### src/rtl/seven_seg_pkg.sv
// Shared constants for the seven-segment value display: FSM encodings,
// digit code layout and active-low segment patterns {DP,g,f,e,d,c,b,a}.
package seven_seg_pkg;

  localparam logic [1:0] ST_IDLE    = 2'd0;
  localparam logic [1:0] ST_CONVERT = 2'd1;
  localparam logic [1:0] ST_LOAD    = 2'd2;

  localparam int NUM_DIGITS = 4;
  localparam int DIGIT_W    = 5;

  // Digit code is {blank, nibble}; a set blank flag turns every segment off.
  typedef logic [DIGIT_W-1:0] digit_code_t;
  localparam digit_code_t DIGIT_BLANK = 5'b1_0000;

  localparam logic [7:0] BLANK_SEG = 8'hFF;

  localparam logic [7:0] SEG_0 = 8'hC0;
  localparam logic [7:0] SEG_1 = 8'hF9;
  localparam logic [7:0] SEG_2 = 8'hA4;
  localparam logic [7:0] SEG_3 = 8'hB0;
  localparam logic [7:0] SEG_4 = 8'h99;
  localparam logic [7:0] SEG_5 = 8'h92;
  localparam logic [7:0] SEG_6 = 8'h82;
  localparam logic [7:0] SEG_7 = 8'hF8;
  localparam logic [7:0] SEG_8 = 8'h80;
  localparam logic [7:0] SEG_9 = 8'h90;
  localparam logic [7:0] SEG_A = 8'h88;
  localparam logic [7:0] SEG_B = 8'h83;
  localparam logic [7:0] SEG_C = 8'hC6;
  localparam logic [7:0] SEG_D = 8'hA1;
  localparam logic [7:0] SEG_E = 8'h86;
  localparam logic [7:0] SEG_F = 8'h8E;

  function automatic digit_code_t show(input logic [3:0] nib);
    return {1'b0, nib};
  endfunction

endpackage

### src/rtl/seg7_decoder.sv
// Combinational digit-code to active-low segment pattern decoder.
module seg7_decoder
  import seven_seg_pkg::*;
(
  input  digit_code_t digit_code,
  output logic [7:0]  seg
);

  always_comb begin
    seg = BLANK_SEG;
    if (!digit_code[DIGIT_W-1]) begin
      case (digit_code[3:0])
        4'h0: seg = SEG_0;
        4'h1: seg = SEG_1;
        4'h2: seg = SEG_2;
        4'h3: seg = SEG_3;
        4'h4: seg = SEG_4;
        4'h5: seg = SEG_5;
        4'h6: seg = SEG_6;
        4'h7: seg = SEG_7;
        4'h8: seg = SEG_8;
        4'h9: seg = SEG_9;
        4'hA: seg = SEG_A;
        4'hB: seg = SEG_B;
        4'hC: seg = SEG_C;
        4'hD: seg = SEG_D;
        4'hE: seg = SEG_E;
        default: seg = SEG_F;
      endcase
    end
  end

endmodule

### src/rtl/seven_seg_value_display.sv
// 8-bit value to 4-digit multiplexed seven-segment display: sequential
// double-dabble converter feeding a digit register scanned at REFRESH_DIV.
module seven_seg_value_display
  import seven_seg_pkg::*;
#(
  parameter int REFRESH_DIV = 100000
) (
  input  logic       CLK,
  input  logic       RESET,
  input  logic [7:0] VALUE_IN,
  input  logic       HEX_MODE,
  output logic [3:0] SEG_SELECT_OUT,
  output logic [7:0] HEX_OUT,
  output logic       CONV_BUSY
);

  localparam int CNT_W = $clog2(REFRESH_DIV);

  logic [1:0]  state;
  logic [7:0]  bin;
  logic [7:0]  cap_value;
  logic        mode;
  logic [11:0] bcd;
  logic [2:0]  shift_cnt;
  logic [7:0]  last_value;
  logic        last_mode;
  logic        first;

  digit_code_t [NUM_DIGITS-1:0] digits;
  digit_code_t [NUM_DIGITS-1:0] load_digits;

  logic [CNT_W-1:0] refresh_cnt;
  logic [1:0]       index;
  logic [7:0]       seg_next;

  logic [11:0] bcd_adj;
  logic [19:0] dabble;

  always_comb begin
    bcd_adj = bcd;
    for (int i = 0; i < 3; i++)
      if (bcd[i*4 +: 4] >= 4'd5) bcd_adj[i*4 +: 4] = bcd[i*4 +: 4] + 4'd3;
  end

  assign dabble = {bcd_adj, bin} << 1;

  // Decimal blanks leading zeros, but a zero tens digit under a nonzero hundreds stays lit.
  always_comb begin
    load_digits = {NUM_DIGITS{DIGIT_BLANK}};
    if (mode) begin
      load_digits[0] = show(cap_value[3:0]);
      load_digits[1] = show(cap_value[7:4]);
    end else begin
      load_digits[0] = show(bcd[3:0]);
      if (bcd[11:4] != 8'd0) load_digits[1] = show(bcd[7:4]);
      if (bcd[11:8] != 4'd0) load_digits[2] = show(bcd[11:8]);
    end
  end

  always_ff @(posedge CLK) begin
    if (RESET) begin
      state      <= ST_IDLE;
      bin        <= '0;
      cap_value  <= '0;
      mode       <= 1'b0;
      bcd        <= '0;
      shift_cnt  <= '0;
      last_value <= '0;
      last_mode  <= 1'b0;
      first      <= 1'b1;
      digits     <= {DIGIT_BLANK, DIGIT_BLANK, DIGIT_BLANK, show(4'd0)};
    end else begin
      case (state)
        ST_IDLE: begin
          if (first || ({VALUE_IN, HEX_MODE} != {last_value, last_mode})) begin
            bin       <= VALUE_IN;
            cap_value <= VALUE_IN;
            mode      <= HEX_MODE;
            bcd       <= '0;
            shift_cnt <= '0;
            state     <= ST_CONVERT;
          end
        end
        ST_CONVERT: begin
          {bcd, bin} <= dabble;
          shift_cnt  <= shift_cnt + 3'd1;
          if (shift_cnt == 3'd7) state <= ST_LOAD;
        end
        ST_LOAD: begin
          digits     <= load_digits;
          last_value <= cap_value;
          last_mode  <= mode;
          first      <= 1'b0;
          state      <= ST_IDLE;
        end
        default: state <= ST_IDLE;
      endcase
    end
  end

  assign CONV_BUSY = (state != ST_IDLE);

  seg7_decoder u_dec (
    .digit_code (digits[index]),
    .seg        (seg_next)
  );

  // Select and segments come from the same index, so they always switch together.
  always_ff @(posedge CLK) begin
    if (RESET) begin
      refresh_cnt    <= '0;
      index          <= '0;
      SEG_SELECT_OUT <= 4'b1110;
      HEX_OUT        <= SEG_0;
    end else begin
      if (refresh_cnt == CNT_W'(REFRESH_DIV - 1)) begin
        refresh_cnt <= '0;
        index       <= index + 2'd1;
      end else begin
        refresh_cnt <= refresh_cnt + 1'b1;
      end
      SEG_SELECT_OUT <= ~(4'b0001 << index);
      HEX_OUT        <= seg_next;
    end
  end

endmodule

### config.mk
export PLATFORM = sky130hd
export DESIGN_NAME = seven_seg_value_display
export DESIGN_NICKNAME = d
export VERILOG_FILES = /design/src/rtl/seven_seg_pkg.sv /design/src/rtl/seg7_decoder.sv /design/src/rtl/seven_seg_value_display.sv
export SDC_FILE = /design/constraint.sdc
export NUM_CORES = 1
export LEC_CHECK = 0
export CAP_MARGIN = 20
export CORE_MARGIN = 3
export CORE_UTILIZATION = 50
export DETAILED_ROUTE_END_ITERATION = 12
export PLACE_DENSITY = 0.68
export SLEW_MARGIN = 20
export SYNTH_ARGS = -nofsm -noshare
export SYNTH_HDL_FRONTEND = slang
export SYNTH_HIERARCHICAL = 1
export SYNTH_SLANG_ARGS = --single-unit
### constraint.sdc
create_clock -name CLK -period 4.3 [get_ports CLK]
set_input_delay 0.86 -clock CLK [delete_from_list [all_inputs] [get_ports CLK]]
set_output_delay 0.86 -clock CLK [all_outputs]
set_load 0.05 [all_outputs]
==> summary.md, run 1 <==
| Metric | Value |
|---|---|
| Outcome | completed |
| Setup TNS | 0 ns |
| Initial drt markers | 77 |
| Util after Layout | roughly three fifths |
| Min Clock Period, post-route | approximately 2.8 ns |
| Multiplexer share of the synthesized area | under 10% |
| Final hold vios | 0 |
| First-pass GRT wire length | between 10000 and 15000 um |
| Final setup margin | 1.48 ns |
| Final WL | between 8000 and 9000 um |
| Most common cell after layout, fill and taps aside | dfxtp_1 |
| Max-slew violation count | 0 |
| WP data required | around 3.4 ns |
| Fillers | 753 |
| Yosys reg bits | 89 |
| Multi-input combinational cell area | between 2000 and 2500 um2 |
| Clock slew at reported path FFs | about 0.10 ns |
| Via count | about 3.2k |
| PD cells | approximately 330 nW/um2 |
| Clk network pwr share | 39.6% |
| Clk_lat worst skew | between 0.3 and 0.4 ns |
| Initial antenna violation count | 0 |
| Root buf cell | clkbuf_8 |
| Final #Nets | around 510 |
| FF/Latch Area | ~1800 um2 |
| DR vias/cell | roughly 5.5 |
| Async S/R FF share, synth | 0% |
| Adder-cell share of the synthesized area | around 5.7% |
| CP max-delay cell | clkdlybuf4s50_1 |
| Worst Hold Class | reg -> reg |
| Htree depth | 3 |
| Wire per inst | around 14 um |
| Max_slew headroom | 43.2% |
| Hold-fix buffers, CTS | 0 |
| Die H | between 90 and 100 um |
| DIE WIDTH | roughly 100 um |
| CTS tree | built |
| # diodes | 0 |
| Clk buf depth | 2 |
| CP peak stage delay | just over 0.8 ns |
| Sequential share of power | roughly 54% |
| # port buffers | 23 |
| Netlist cell types | 60 |
| Drt pass-1 iters | 4 |
| Gate power share | between 6 and 7% |
| Post-cts resize count | 0 |
| CP startpoint kind | flop |
| # rows | 33 |
| Post-Synth Simple-Gate Area | 21.8% |
| Mapped Area | 4410 um2 |
| Vias in the first global route | about 3.1k |
| Area growth syn-to-layout | 10.6% |
| I/O pins | 24 |
| Worst Tran Pin Value | ~0.85 ns |
| Max-Cap Viols | 0 |
| Worst Setup End Kind | output port |
| Die footprint | about 10000 um2 |
| Worst Path Arrival | a little under 2 ns |
| Share of cells above drive strength 1 | approximately a tenth |
| Postcts setup bufs | 0 |
| TritonCTS Sinks | roughly 90 |
| Final Skew | 0.0150 ns |
| GRT Residual Overflow | 0 |
| Syn nets | 503 |
| Placer's final routability congestion estimate | 0.850 |
| Pint | approximately 1200 uW |
| Sw frac | around a quarter |
| Worst slack at placement | roughly 1.4 ns |
| Setup Crit Path Kind | reg -> out |
| Core Box Area | approximately 8400 um2 |
| Largest net degree at the start of global routing | 51 |
| Post-synthesis sequential area ratio | 40.4% |
| Post-synth EDFFs | 0 |
| Starting Density | 52.6% |
| Main combinational cell family by area after synthesis | simple AND/OR/NAND/NOR gates |
| Crit-path cells | or2_2 -> clkdlybuf4s50_1 |
| Net Switching | 382 uW |
| Syn Area/Cell | just over 9 um2 |
| Peak VDD IR | roughly 0.20 mV |
| RSZ-0062 raised after global routing | no |
| Drc violations | 0 |
| Syn. warnings | 6 |
| CTS Buf Count | 9 |
| Fraction of the mapped netlist area in compound gates | 15.0% |
| GRT Resource Usage Total | between 15 and 20% |
| Syn Inst Count | between 400 and 500 |
| Post-Synth XOR/XNOR Area | between 5 and 6% |
| Tcrit/Tclk final | roughly two thirds |
| Commonest cells after routing, fill and taps aside | 89 x dfxtp_1, 51 x nor2_1, 32 x nand2_1 |
| Setup-failing EPs final | 0 |
| Pleak | ~0.0017 uW |
| Dpl hpwl | 5790 um |
| Crit Path Max Fanout | 9 |
| Post-DRT Antenna Nets | 0 |
| Synth Flop Type | dfxtp_1 |
| Fmax achieved | 0.355 GHz |
-- final timing paths --
path                     end  cells past startpoint       start  slack, ns
hold reg to reg   digits[13]                      2  digits[13]       0.46
setup reg to reg  HEX_OUT[6]                      7    index[0]       1.60
hold / removal    digits[13]                      2  digits[13]       0.46
setup / recovery   CONV_BUSY                      2    state[0]       1.48
-- per-stage QoR --
step                hold WS, ns  instances  cell area (um2)  total power, uW
floorplan                 0.426        472             4410              952
global route              0.495        592             4880             1660
global placement          0.438        576             4660              982
detailed placement        0.456        576             4660              984
finish                    0.462        592             4880             1600
CTS                       0.467        592             4880             1620
-- state kept, by name, indices dropped and copies added (netlist names) --
register,cells
bcd,12
first,1
last_value,8
digits,14
index,2
last_mode,1
mode,1
refresh_cnt,17
shift_cnt,3
bin,8
SEG_SELECT_OUT,4
HEX_OUT,8
state,2
cap_value,8
-- routing by layer --
metal  GRT usage, %  vias up  share of wire (%)  wire, um
li1               -     1649                  -         -
met1           22.9     1521                 48      4070
met2           30.6       54                 48      4030
met4           4.83        0                1.1        91
met5              0        -                  0         0
met3           4.17       10                3.4       284
-- worst max-delay path, delay by kind of cell (launching register included) --
kind                   cells  cell delay (ns)
flip-flops                 1             0.54
AND/OR/NAND/NOR            1             0.23
buffers and inverters      1             0.82
-- Yosys cell counts, types with 3 or more instances --
master | count | share of area (%)
nand4_1 | 7 | 0.99
nor3_1 | 5 | 0.57
clkbuf_1 | 17 | 1.4
nand3_1 | 8 | 0.91
a211oi_2 | 4 | 1.1
or3_1 | 8 | 1.1
buf_6 | 3 | 0.77
xor2_1 | 18 | 3.6
dfxtp_1 | 89 | 40
inv_1 | 17 | 1.4
or2_2 | 3 | 0.43
a211oi_1 | 7 | 1.2
mux2_2 | 3 | 0.77
nand3b_1 | 6 | 1.0
buf_2 | 5 | 0.57
o221a_2 | 5 | 1.3
o21ai_0 | 8 | 0.91
a31oi_1 | 3 | 0.43
nor2_1 | 51 | 4.3
a21oi_1 | 20 | 2.3
nand2_1 | 32 | 2.7
o22ai_1 | 3 | 0.43
ha_1 | 20 | 5.7
mux2i_1 | 22 | 5.0
nand2b_1 | 29 | 4.1
and4_1 | 3 | 0.60
nor2b_1 | 13 | 1.8
mux2_1 | 3 | 0.77
xnor2_1 | 11 | 2.2
o32ai_2 | 4 | 1.5
and3_1 | 3 | 0.43
-- cells by family (layout without fill, tap and decap cells) --
group,count (synthesis),after routing
adder cells (fa/ha/maj),20,20
flip-flops,89,89
buffers and inverters,46,61
XOR/XNOR,29,29
other,1,1
multiplexers,28,28
AO/OA/AOI/OAI,79,79
AND/OR/NAND/NOR,180,180
-- layout make-up --
type,count,share of cell area (%)
clock buffers,10,2.62
clock inverters,6,1.90
inverters,17,1.31
multi-input cells,337,49.6
flip-flops and latches,89,36.5
well taps,105,2.69
repair buffers,28,5.39
-- power groups by stage --
stage	logic, uW	clock network (uW)	registers [uW]
global placement	102	0	880
CTS	104	652	861
global route	114	681	864
finish	103	633	861
detailed placement	104	0	880
floorplan	80.2	0	872
Note: power is estimated with default switching activity, not from simulation.
==> run 2: changes to the inputs <==
==> constraint.sdc (replaced) <==
create_clock -name CLK -period 2.6 [get_ports CLK]
set_input_delay 0.52 -clock CLK [delete_from_list [all_inputs] [get_ports CLK]]
set_output_delay 0.52 -clock CLK [all_outputs]
set_load 0.05 [all_outputs]
==> summary.md, run 2 (synthesized netlist as in run 1, its figures left out) <==
| Metric | Value |
|---|---|
| First-pass GRT wire length | 15400 um (+5.1%) |
| Initial drt markers | 100 (+30%) |
| Setup-failing EPs final | 0 (unchanged) |
| GRT Resource Usage Total | 19.0% (+1.0 points) |
| Peak VDD IR | 0.447 mV (+120%) |
| Die H | 99.9 um (unchanged) |
| Sequential share of power | 57.8% (+3.9 points) |
| Worst Setup End Kind | output port |
| Max-Cap Viols | 0 (unchanged) |
| # diodes | 0 (unchanged) |
| Hold-fix buffers, CTS | 0 (unchanged) |
| Via count | 3303 (+2.1%) |
| R2R cell count | 6 (-1) |
| Commonest cells after routing, fill and taps aside | 89 x dfxtp_1, 51 x nor2_1, 32 x nand2_1 |
| Outcome | completed |
| Vias in the first global route | 3154 (+0.41%) |
| Core Box Area | 8380 um2 (unchanged) |
| Dpl hpwl | 6340 um (+9.5%) |
| Wire per inst | 14.6 um (+1.8%) |
| Initial antenna violation count | 0 (unchanged) |
| Clk buf depth | 2 (unchanged) |
| Total Power | 2460 uW (+54%) |
| CTS Buf Count | 9 (unchanged) |
| Net Switching | 601 uW (+57%) |
| Final WL | 8810 um (+3.9%) |
| Min Clock Period, post-route | between 2 and 2.5 ns |
| Htree depth | 3 (unchanged) |
| Starting Density | 52.6% (unchanged) |
| Setup Crit Path Kind | reg -> out |
| Final hold vios | 0 (unchanged) |
| Crit Path Max Fanout | 3 (-6) |
| Pint | 1860 uW (+53%) |
| DIE WIDTH | 99.9 um (unchanged) |
| Postcts setup bufs | 0 (unchanged) |
| Sw frac | 24.4% (+0.52 points) |
| Final Skew | 0.0126 ns (-0.00247 ns) |
| Gate power share | 7.4% (+0.9 points) |
| Root buf cell | clkbuf_8 |
| Worst Tran Pin Value | 0.688 ns (-0.163 ns) |
| Post-DRT Antenna Nets | 0 (unchanged) |
| Final #Nets | 527 (+2.7%) |
| WP data required | 2.08 ns (-1.36 ns) |
| Pleak | 0.00180 uW (+3.1%) |
| WHS Endpoint | digits[13] |
| Area growth syn-to-layout | 11.9% |
| Die footprint | 9980 um2 (unchanged) |
| Worst Hold Class | reg -> reg |
| Share of cells above drive strength 1 | 12.4% (+2.4 points) |
| Setup TNS | 0 ns (unchanged) |
| RSZ-0062 raised after global routing | no |
| Hold Path Stages | 2 (unchanged) |
| CP startpoint kind | flop |
| TritonCTS Sinks | 89 (unchanged) |
| Final hold slack | 0.457 ns (-0.00507 ns) |
| GRT Residual Overflow | 0 (unchanged) |
| Drt pass-1 iters | 4 (unchanged) |
| Tcrit/Tclk final | ~87% |
| Clk_lat worst skew | 0.35 ns (about the same) |
| Max reg flops | 17 (unchanged) |
| I/O pins | 24 (unchanged) |
| Crit Reg-Reg Endpoint | HEX_OUT[6] |
| Clock slew at reported path FFs | 0.08 ns (-0.02 ns) |
| # port buffers | 23 (unchanged) |
| CTS tree | built |
| Max_slew headroom | 54.1% (+11 points) |
| Drc violations | 0 (unchanged) |
| Fillers | 761 (+1.1%) |
| DR vias/cell | 5.47 (+0.10%) |
| Max-slew violation count | 0 (unchanged) |
| Top reg by flops | refresh_cnt |
| Largest net degree at the start of global routing | 33 (-35%) |
| HP Start | digits[13] |
| Largest regs | refresh_cnt: 17 flops, digits: 14 flops, bcd: 12 flops |
| Placer's final routability congestion estimate | 0.853 (+0.32%) |
| # rows | 33 (unchanged) |
| Most common cell after layout, fill and taps aside | dfxtp_1 |
| PD cells | 498 nW/um2 (+52%) |
| CP Launch Point | state[1] |
| Flop2flop setup slack | 0.38 ns (-1.22 ns) |
| Post-cts resize count | 0 (unchanged) |
| R2r startpoint | index[0] |
| Fmax achieved | roughly 0.44 GHz |
| Worst Path Arrival | 1.74 ns (-0.22 ns) |
| Clk network pwr share | 34.8% (-4.8 points) |
==> run 2: per-layer routing <==
metal	wire length (um)	vias to the layer above	track usage (%)	share of wire (%)
met5	0	-	0	0
li1	-	1685	-	-
met3	225	8	4.17	2.6
met1	4150	1574	24.3	47
met2	4340	36	32.3	49
met4	89	0	5.15	1.0
==> run 2: worst max path at each step <==
stage / slack, ns / endpoint / depth (start not counted)
finish: 0.34 / CONV_BUSY / 2
CTS: 0.31 / CONV_BUSY / 2
global route: 0.18 / HEX_OUT[6] / 6
detailed placement: 0.16 / bcd[0] / 5
floorplan: 0.05 / HEX_OUT[6] / 8
global placement: 0.23 / bcd[0] / 5
==> run 2: power groups by stage <==
stage | Sequential [uW] | Clock, uW | Combinational [uW]
6_report | 1420 | 855 | 183
5_1_grt | 1430 | 950 | 201
3_5_place_dp | 1450 | 0 | 183
4_1_cts | 1420 | 890 | 184
2_1_floorplan | 1440 | 0 | 133
3_3_place_gp | 1450 | 0 | 179
==> run 2: layout make-up <==
| class | instances | area, um2 | share of cell area (%) |
|---|---|---|---|
| Sequential cell | 89 | 1780 | 36.1 |
| Multi-Input combinational cell | 337 | 2420 | 49.0 |
| Clock inverter | 3 | 17.5 | 0.355 |
| Timing Repair Buffer | 42 | 368 | 7.46 |
| Inverter | 17 | 63.8 | 1.29 |
| Tap cell | 105 | 131 | 2.66 |
| Clock buffer | 11 | 151 | 3.07 |
==> run 2: through the flow <==
stage	cell area [um2]	setup slack, ns	utilization [%]	instances
after detailed placement	4760	0.165	56.8	590
after floorplan	4410	0.0472	-	472
after global placement	4760	0.232	56.8	590
final	4930	0.339	58.8	604
after CTS	4930	0.313	58.8	604
after global routing	4930	0.184	58.8	604
==> run 2: critical path: stages, from the launching register on <==
cell and delay (ns):
dfxtp_1 0.31, or2_2 0.35, clkdlybuf4s50_1 0.72
